File: src/rtl/ooo_pkg.sv
// Shared out-of-order core types: widths, the CDB packet and the ROB age compare
// used by the CDB arbiter, ROB and reservation stations.
package ooo_pkg;

  localparam int ROB_IDX_W = 4;
  localparam int PREG_W    = 7;
  localparam int DATA_W    = 32;

  typedef struct packed {
    logic [ROB_IDX_W-1:0] tag;
    logic [PREG_W-1:0]    preg;
    logic                 has_dest;
    logic [DATA_W-1:0]    data;
  } cdb_pkt_t;

  // Ages are distances from the ROB head, so tags that wrap past 2^W still order correctly.
  function automatic logic younger_than(input logic [ROB_IDX_W-1:0] tag,
                                        input logic [ROB_IDX_W-1:0] ref_tag,
                                        input logic [ROB_IDX_W-1:0] head);
    logic [ROB_IDX_W-1:0] age_t;
    logic [ROB_IDX_W-1:0] age_r;
    age_t = tag - head;
    age_r = ref_tag - head;
    return age_t > age_r;
  endfunction

endpackage

File: src/rtl/rr_arbiter.sv
// Round-robin pick: search starts one past ptr and wraps; first requester wins.
module rr_arbiter #(
  parameter int N  = 3,
  parameter int IW = (N > 1) ? $clog2(N) : 1
) (
  input  logic [N-1:0]  req,
  input  logic [IW-1:0] ptr,
  output logic [N-1:0]  grant,
  output logic [IW-1:0] idx
);

  always_comb begin
    logic          found;
    logic [IW-1:0] cand;
    grant = '0;
    idx   = '0;
    found = 1'b0;
    cand  = '0;
    for (int i = 1; i <= N; i++) begin
      cand = IW'((int'(ptr) + i) % N);
      if (!found && req[cand]) begin
        found       = 1'b1;
        grant[cand] = 1'b1;
        idx         = cand;
      end
    end
  end

endmodule

File: src/rtl/cdb_arbiter.sv
// CDB arbiter: one-entry holding register per FU, round-robin grant onto a
// registered common data bus, with squash of results younger than a flush.
module cdb_arbiter
  import ooo_pkg::*;
#(
  parameter int NUM_REQ = 3
) (
  input  logic                                clk,
  input  logic                                rst,
  input  logic [NUM_REQ-1:0]                  req_valid,
  output logic [NUM_REQ-1:0]                  req_ready,
  input  logic [NUM_REQ-1:0][ROB_IDX_W-1:0]   req_tag,
  input  logic [NUM_REQ-1:0][PREG_W-1:0]      req_preg,
  input  logic [NUM_REQ-1:0]                  req_has_dest,
  input  logic [NUM_REQ-1:0][DATA_W-1:0]      req_data,
  input  logic [ROB_IDX_W-1:0]                rob_head,
  input  logic                                flush_valid,
  input  logic [ROB_IDX_W-1:0]                flush_tag,
  output logic                                cdb_valid,
  output logic [ROB_IDX_W-1:0]                cdb_tag,
  output logic [PREG_W-1:0]                   cdb_preg,
  output logic                                cdb_has_dest,
  output logic [DATA_W-1:0]                   cdb_data
);

  localparam int IW = (NUM_REQ > 1) ? $clog2(NUM_REQ) : 1;

  logic     [NUM_REQ-1:0] full_q, full_d;
  cdb_pkt_t [NUM_REQ-1:0] hold_q, hold_d;
  logic     [IW-1:0]      ptr_q, ptr_d;
  cdb_pkt_t               cdb_q, cdb_d;
  logic                   cdb_valid_q, cdb_valid_d;

  logic [NUM_REQ-1:0] grant;
  logic [IW-1:0]      gidx;
  cdb_pkt_t           gpkt;
  logic               any_grant;
  logic               grant_kill;

  rr_arbiter #(.N(NUM_REQ), .IW(IW)) u_rr (
    .req   (full_q),
    .ptr   (ptr_q),
    .grant (grant),
    .idx   (gidx)
  );

  assign req_ready  = ~full_q | grant;
  assign any_grant  = |grant;
  assign gpkt       = hold_q[gidx];
  assign grant_kill = flush_valid & younger_than(gpkt.tag, flush_tag, rob_head);

  always_comb begin
    cdb_pkt_t in_pkt;
    full_d = full_q;
    hold_d = hold_q;
    in_pkt = '0;
    for (int i = 0; i < NUM_REQ; i++) begin
      in_pkt = '{tag: req_tag[i], preg: req_preg[i], has_dest: req_has_dest[i],
                 data: req_data[i]};
      if (grant[i])
        full_d[i] = 1'b0;
      if (flush_valid && younger_than(hold_q[i].tag, flush_tag, rob_head))
        full_d[i] = 1'b0;
      // A squashed incoming result is dropped even though ready was shown.
      if (req_valid[i] && req_ready[i] &&
          !(flush_valid && younger_than(req_tag[i], flush_tag, rob_head))) begin
        full_d[i] = 1'b1;
        hold_d[i] = in_pkt;
      end
    end
  end

  always_comb begin
    cdb_d       = cdb_q;
    cdb_valid_d = 1'b0;
    ptr_d       = ptr_q;
    if (any_grant) begin
      cdb_d = gpkt;
      if (!grant_kill) begin
        cdb_valid_d = 1'b1;
        ptr_d       = gidx;
      end
    end
  end

  always_ff @(posedge clk) begin
    if (!rst) begin
      full_q      <= '0;
      hold_q      <= '0;
      ptr_q       <= IW'(NUM_REQ - 1);
      cdb_q       <= '0;
      cdb_valid_q <= 1'b0;
    end else begin
      full_q      <= full_d;
      hold_q      <= hold_d;
      ptr_q       <= ptr_d;
      cdb_q       <= cdb_d;
      cdb_valid_q <= cdb_valid_d;
    end
  end

  assign cdb_valid    = cdb_valid_q;
  assign cdb_tag      = cdb_q.tag;
  assign cdb_preg     = cdb_q.preg;
  assign cdb_has_dest = cdb_q.has_dest;
  assign cdb_data     = cdb_q.data;

endmodule
File: config.mk
export PLATFORM = sky130hd
export DESIGN_NAME = cdb_arbiter
export DESIGN_NICKNAME = d
export VERILOG_FILES = /design/src/rtl/ooo_pkg.sv /design/src/rtl/rr_arbiter.sv /design/src/rtl/cdb_arbiter.sv
export SDC_FILE = /design/constraint.sdc
export NUM_CORES = 1
export LEC_CHECK = 0
export BUFFER_PORTS_ARGS = -buffer_cell sky130_fd_sc_hd__buf_2
export CAP_MARGIN = 20
export CORE_MARGIN = 2
export CORE_UTILIZATION = 48
export DETAILED_ROUTE_END_ITERATION = 10
export HOLD_SLACK_MARGIN = 0.12
export PLACE_DENSITY = 0.72
export SLEW_MARGIN = 20
export SYNTH_ARGS = -nofsm -noshare
export SYNTH_HDL_FRONTEND = slang
export SYNTH_SLANG_ARGS = --single-unit
File: constraint.sdc
create_clock -name clk -period 4.28 [get_ports clk]
set_input_delay 1.07 -clock clk [delete_from_list [all_inputs] [get_ports clk]]
set_output_delay 1.07 -clock clk [all_outputs]
set_load 0.1 [all_outputs]
==> results.tsv, run 1 <==
metric	value	unit
status	complete, no violations	
Leakage	0.00525	uW
RR Endpoint	ptr_q[1]	
Worst EP arrival	4.47	ns
post-DP HPWL	15600	um
Final nets	1350	
Final Max Slew Viols	0	
Cell Area, Synth	8930	um^2
Layout Utilization	59.6	%
worst clock skew	0.00868	ns
number of clock sinks	182	
Synth top area share	40.8	%
H-Tree Depth	4	
Total Routed Length	23600	um
TNS Setup	0	ns
Synth async-reset ratio	0	%
slowest stage cell, crit path	fa_1	
clk buf depth	2	
final critical-path required period	4.11	ns
Tot GR Track Use	23.6	%
vias in the first global route	7119	
Mapped Cells	967	
CP Max Fanout	4	
Routed WL per cell	17.0	um
first-pass GRT wire length	36900	um
synth warn	0	
r2r startpoint	ptr_q[1]	
via/cell ratio	5.31	
syn_nets	1177	
Most used DFF post-synth	dfxtp_1	
startpoint types	flop	
share of cells above drive strength 1	24.0	%
Core Area	18100	um^2
largest area contributor in the netlist	dfxtp_1	
critical path class	reg2reg	
# DRC	0	
First-pass DRT Iterations	5	
TritonCTS Buffers	17	
Crit. End Element	flop	
CP Buf/Inv Count	2	
pwr dens	817	nW/um^2
Critical Path Most Common Cell	ha_1	
remaining antenna violation count	0	
fill count	1606	
max incr delay on CP	0.50	ns
worst-skew pair later-pin latency	0.42	ns
Post-synth EDFFs	0	
slew margin rel.	47.0	%
sequential-to-total area share from yosys stat	40.8	%
row count	49	
synth unique cells	46	
GPL Wtd Cong	0.885	
worst r2r path cells	19	
Mean Syn Cell Area	9.24	um^2
antenna violations before repair	1	
final setup vio count	0	
Die Area	19700	um^2
FMAX	243	MHz
largest net degree at the start of global routing	76	
IO Pins	194	
total grt overflow	0	
flop and latch count out of synthesis	182	
flop2flop setup slack	0.17	ns
Final period util	96.0	%
die width	140	um
via count	7346	
initial core utilization	49.4	%
hold crit path type	reg2reg	
hold_sp	cdb_data[29]	
leading post-synthesis cells by cell area	dfxtp_1 41%, mux2i_1 15%, ha_1 7.8%, nor2_1 7.5%, a22o_1 4.2%	
CP cell instances	inv_1 > ha_1 > nand3b_1 > a21boi_0 > o2111ai_2 > and2_2 > nor2_1 > o22ai_1 > ha_1 > fa_1 > inv_1 > ha_1 > nor2b_1 > o21a_1 > o21ai_1 > a21oi_1 > a31oi_2 > mux2_2 > nand2_1	
DRT iter0 DRCs	332	
Hold Crit Endpoint	cdb_data[29]	
CTS tree	built	
maxcap violations	0	
Worst-Margin Slew	0.796	ns
Final Hold Vio Count	0	
Die Span Y	140	um
worst IR drop on VDD	0.612	mV
worst endpoint required time	4.64	ns
Port Buf Inserts	193	
Reg clk slew, reported paths	0.07	ns
CTS root buffer	clkbuf_16	
WHS Path Cells	1	
area grow syn2layout	20.7	%
delay-heaviest family, CP	adder cells	
per-stage QoR:
stage / hold slack (ns) / cells / worst slack [ns] / area (um^2) / total power (uW)
6_report: 0.471 / 1383 / 0.172 / 10800 / 8810
5_1_grt: 0.497 / 1382 / -0.104 / 10800 / 9270
4_1_cts: 0.473 / 1380 / 0.0123 / 10700 / 8750
3_5_place_dp: 0.457 / 1348 / -0.0379 / 10100 / 7140
3_3_place_gp: 0.456 / 1348 / 0.0892 / 10100 / 7090
2_1_floorplan: 0.460 / 967 / 0.173 / 8930 / 6160
cells in the mapped netlist (all sizes together) (2+ instances only):
cell type / n
o21a: 4
a32oi: 2
clkbuf: 28
a22o: 43
nand2b: 10
ha: 56
nand2: 96
xor2: 8
fa: 8
a21oi: 22
o22ai: 3
nand3: 4
o21ai: 11
mux2: 4
mux2i: 138
inv: 31
xnor2: 16
and2: 2
nand3b: 3
nor3: 2
a211oi: 2
buf: 34
nor2: 179
a31oi: 44
o211ai: 2
dfxtp: 182
nor2b: 10
a21o: 8
nand4: 6
cell type report:
class,instances,area [um^2],share of cell area [%]
Antenna cell,1,2.50,0.0232
Multi-Input combinational cell,692,4950,45.9
Inverter,31,119,1.10
Clock inverter,14,163,1.51
Tap cell,229,287,2.66
Timing Repair Buffer,216,1190,11.0
Clock buffer,18,429,3.98
Sequential cell,182,3650,33.8
per-layer routing:
metal	wire length (um)	GRT usage, %
met5	0	0
met1	10700	30.6
met3	1480	5.33
met4	274	6.38
met2	11100	39.7
state kept, by name, indices dropped and copies added (netlist names):
name and cells:
cdb_preg 7, hold_q 132, ptr_q 2, cdb_tag 4
full_q 3, cdb_has_dest 1, cdb_valid 1, cdb_data 32
what timing repair did:
action	4_1_cts	5_1_grt
setup endpoints to repair	1	3
buffers inserted	0	2
hold buffers	0	0
resized for setup	1	19
pin swaps	0	3
kinds of logic (layout without fill, tap and decap cells):
logic type      count (synthesis)  count (layout)  share of synthesized area, %
other cells                     0               1                             0
flops                         182             182                          40.8
fa+ha+maj                      64              64                          9.64
buf+inv                        93             279                          5.18
mux                           142             142                          16.0
simple gates                  314             314                          14.3
xor+xnor                       24              24                          2.35
compound gates                148             148                          11.7
placed cells by master, fill, tap and decap left out, types with 3 or more instances in the layout:
cell and count:
a21o_1 8, a21oi_1 20, a22o_1 42, a31oi_1 42, buf_12 4, buf_2 194
buf_4 18, clkbuf_16 17, dfxtp_1 180, fa_1 8, ha_1 53, inv_1 30
inv_6 5, inv_8 3, mux2_2 3, mux2i_1 135, nand2_1 95, nand2b_1 10
nand3_1 3, nand3b_1 3, nand4_1 6, nor2_1 178, nor2b_1 9, o21a_1 3
o21ai_0 8, o22ai_1 3, xnor2_1 16, xor2_1 8
worst max path at each step:
| stage | cells after the start | start | to | slack, ns |
|---|---|---|---|---|
| after floorplan | 20 | ptr_q[0] | ptr_q[1] | 0.17 |
| after global routing | 19 | ptr_q[1] | ptr_q[1] | -0.10 |
| final | 19 | ptr_q[1] | ptr_q[1] | 0.17 |
| after CTS | 18 | ptr_q[0] | ptr_q[1] | 0.01 |
| after detailed placement | 18 | ptr_q[0] | ptr_q[1] | -0.04 |
| after global placement | 18 | ptr_q[0] | ptr_q[1] | 0.09 |
where the power goes:
| part | leakage, uW | internal (uW) | switching, uW |
|---|---|---|---|
| combinational | 0.00347 | 1390 | 3470 |
| sequential | 0.00149 | 2110 | 250 |
| clock | 0.000288 | 881 | 716 |
| total | 0.00525 | 4380 | 4430 |
Power figures use the tool's default switching activity.
==> run 2: changes to the inputs <==
--- a/config.mk
+++ b/config.mk
@@ -11,7 +11,7 @@
 export CORE_UTILIZATION = 48
 export DETAILED_ROUTE_END_ITERATION = 10
 export HOLD_SLACK_MARGIN = 0.12
-export PLACE_DENSITY = 0.72
+export PLACE_DENSITY = 0.69
 export SLEW_MARGIN = 20
 export SYNTH_ARGS = -nofsm -noshare
 export SYNTH_HDL_FRONTEND = slang
==> constraint.sdc (replaced) <==
create_clock -name clk -period 5.1 [get_ports clk]
set_input_delay 1.275 -clock clk [delete_from_list [all_inputs] [get_ports clk]]
set_output_delay 1.275 -clock clk [all_outputs]
set_load 0.1 [all_outputs]
==> results.tsv, run 2 (same netlist as run 1, synthesis figures left out) <==
metric	value	unit	change
Core Area	18100	um^2	unchanged
initial core utilization	49.4	%	unchanged
Clock power frac	18.2	%	about the same
Post-CTS Hold Fix Bufs	0		unchanged
critical path class	reg2reg		
pwr dens	680	nW/um^2	-17%
most flop-heavy register	hold_q		
worst clock skew	0.0129	ns	+0.00420 ns
status	complete, no violations		
CP Max Fanout	14		+10
area grow syn2layout	18.8	%	
First-pass DRT Iterations	5		unchanged
Int Pwr	3560	uW	-19%
maxcap violations	0		unchanged
Layout Utilization	58.7	%	-0.95 points
number of clock sinks	182		unchanged
Crit. End Element	flop		
non-filler cells, final	1374		-0.65%
Worst-Margin Slew	0.944	ns	+0.149 ns
GPL Wtd Cong	0.883		-0.17%
Seq pwr share	27.3	%	+0.5 points
clk buf depth	2		unchanged
CTS root buffer	clkbuf_16		
remaining antenna violation count	0		unchanged
most frequent cells in the layout	193 x buf_2, 182 x dfxtp_1, 178 x nor2_1		
DRT iter0 DRCs	322		-3.0%
slew margin rel.	36.9	%	-10 points
IO Pins	194		unchanged
Leakage	0.00518	uW	-1.3%
vias in the first global route	6998		-1.7%
Die Area	19700	um^2	unchanged
Combinational Power Share	54.5	%	-0.6 points
first-pass GRT wire length	36500	um	-1.2%
max FFs per register	132		unchanged
Sw Pwr	3650	uW	-18%
antenna violations before repair	1		unchanged
Final Max Slew Viols	0		unchanged
FMAX	220	MHz	-9.8%
final critical-path required period	4.56	ns	+0.447 ns
die width	140	um	unchanged
TritonCTS Buffers	17		unchanged
worst IR drop on VDD	0.397	mV	-35%
Net Sw Frac	50.6	%	+0.31 points
row count	49		unchanged
Routed WL per cell	16.6	um	-2.5%
worst endpoint required time	5.47	ns	+0.83 ns
Final period util	89.3	%	-6.7 points
Worst EP arrival	4.92	ns	+0.45 ns
Total Routed Length	22800	um	-3.1%
worst-skew pair later-pin latency	0.43	ns	about the same
total grt overflow	0		unchanged
Die Span Y	140	um	unchanged
Tot GR Track Use	23.3	%	-0.24 points
via count	7222		-1.7%
Final Hold Vio Count	0		unchanged
flop2flop setup slack	0.54	ns	+0.37 ns
Reg clk slew, reported paths	0.07	ns	about the same
largest net degree at the start of global routing	74		-2.6%
Post-Place Cells	1341		-0.52%
via/cell ratio	5.26		-1.0%
# DRC	0		unchanged
commonest non-fill, non-tap cell in the layout	buf_2		
hold crit path type	reg2reg		
post-DP HPWL	15100	um	-3.2%
share of cells above drive strength 1	22.4	%	-1.6 points
Port Buf Inserts	193		unchanged
H-Tree Depth	4		unchanged
startpoint types	flop		
RSZ-0062 raised after global routing	no		
Final nets	1341		-0.67%
CTS tree	built		
TNS Setup	0	ns	unchanged
final setup vio count	0		unchanged
-- run 2: cell types whose count changed in the layout (fill, tap and decap cells not counted), sizes merged --
cell and change:
clkbuf +1, buf -9, bufinv -1, clkinv +2, inv -4, clkinvlp +2
-- run 2: power by group through the flow --
stage	sequential, uW	clock (uW)	combinational (uW)
floorplan	3260	0	1900
finish	1970	1310	3930
detailed placement	1990	0	3930
CTS	1970	1340	3930
global route	2010	1400	4210
global placement	1990	0	3890
-- run 2: final timing paths --
| check | from | to | depth (start not counted) |
|---|---|---|---|
| worst max-delay path | ptr_q[0] | ptr_q[1] | 18 |
| worst min-delay path | cdb_preg[2] | cdb_preg[2] | 1 |
| worst max register to register | ptr_q[0] | ptr_q[1] | 18 |
| worst min register to register | cdb_preg[2] | cdb_preg[2] | 1 |
-- run 2: timing repair --
action	CTS	global route
endpoints found under the setup margin	0	1
gates resized for setup	0	1
setup buffers	0	0
-- run 2: per-stage QoR --
stage	total power (uW)	hold WS [ns]	worst slack [ns]	instance area [um^2]
after floorplan	5170	0.460	0.942	8930
after global placement	5880	0.455	0.468	10000
after detailed placement	5920	0.458	0.331	10000
after CTS	7240	0.477	0.419	10600
after global routing	7620	0.489	0.174	10600
final	7220	0.473	0.545	10600
-- run 2: cell type report --
class	count	area, um^2
antenna	1	2.50
fill	1610	7470
sequential	182	3640
inverter	31	119
clock buffer	19	453
tap	229	287
multi-input combinational	692	4870
timing repair buffer	207	1100
clock inverter	13	140
-- run 2: critical path, cell delays in order, from the launching register on --
cell	delay, ns
dfxtp_1	0.38
inv_1	0.08
ha_1	0.51
mux2_2	0.40
a31oi_1	0.19
o21a_2	0.29
mux2i_1	0.11
mux2i_1	0.34
inv_1	0.11
fa_1	0.51
inv_1	0.04
ha_1	0.27
nor2b_1	0.13
o21a_1	0.16
o21ai_0	0.15
a21oi_1	0.10
a31oi_1	0.29
mux2_2	0.37
nand2_1	0.06
-- run 2: routing by layer --
metal	track usage [%]	share of wire, %	up-vias
met5	0	0	-
met4	5.95	0.97	0
met3	5.88	5.6	14
met2	38.3	46	159
met1	30.9	47	3400
li1	-	-	3649
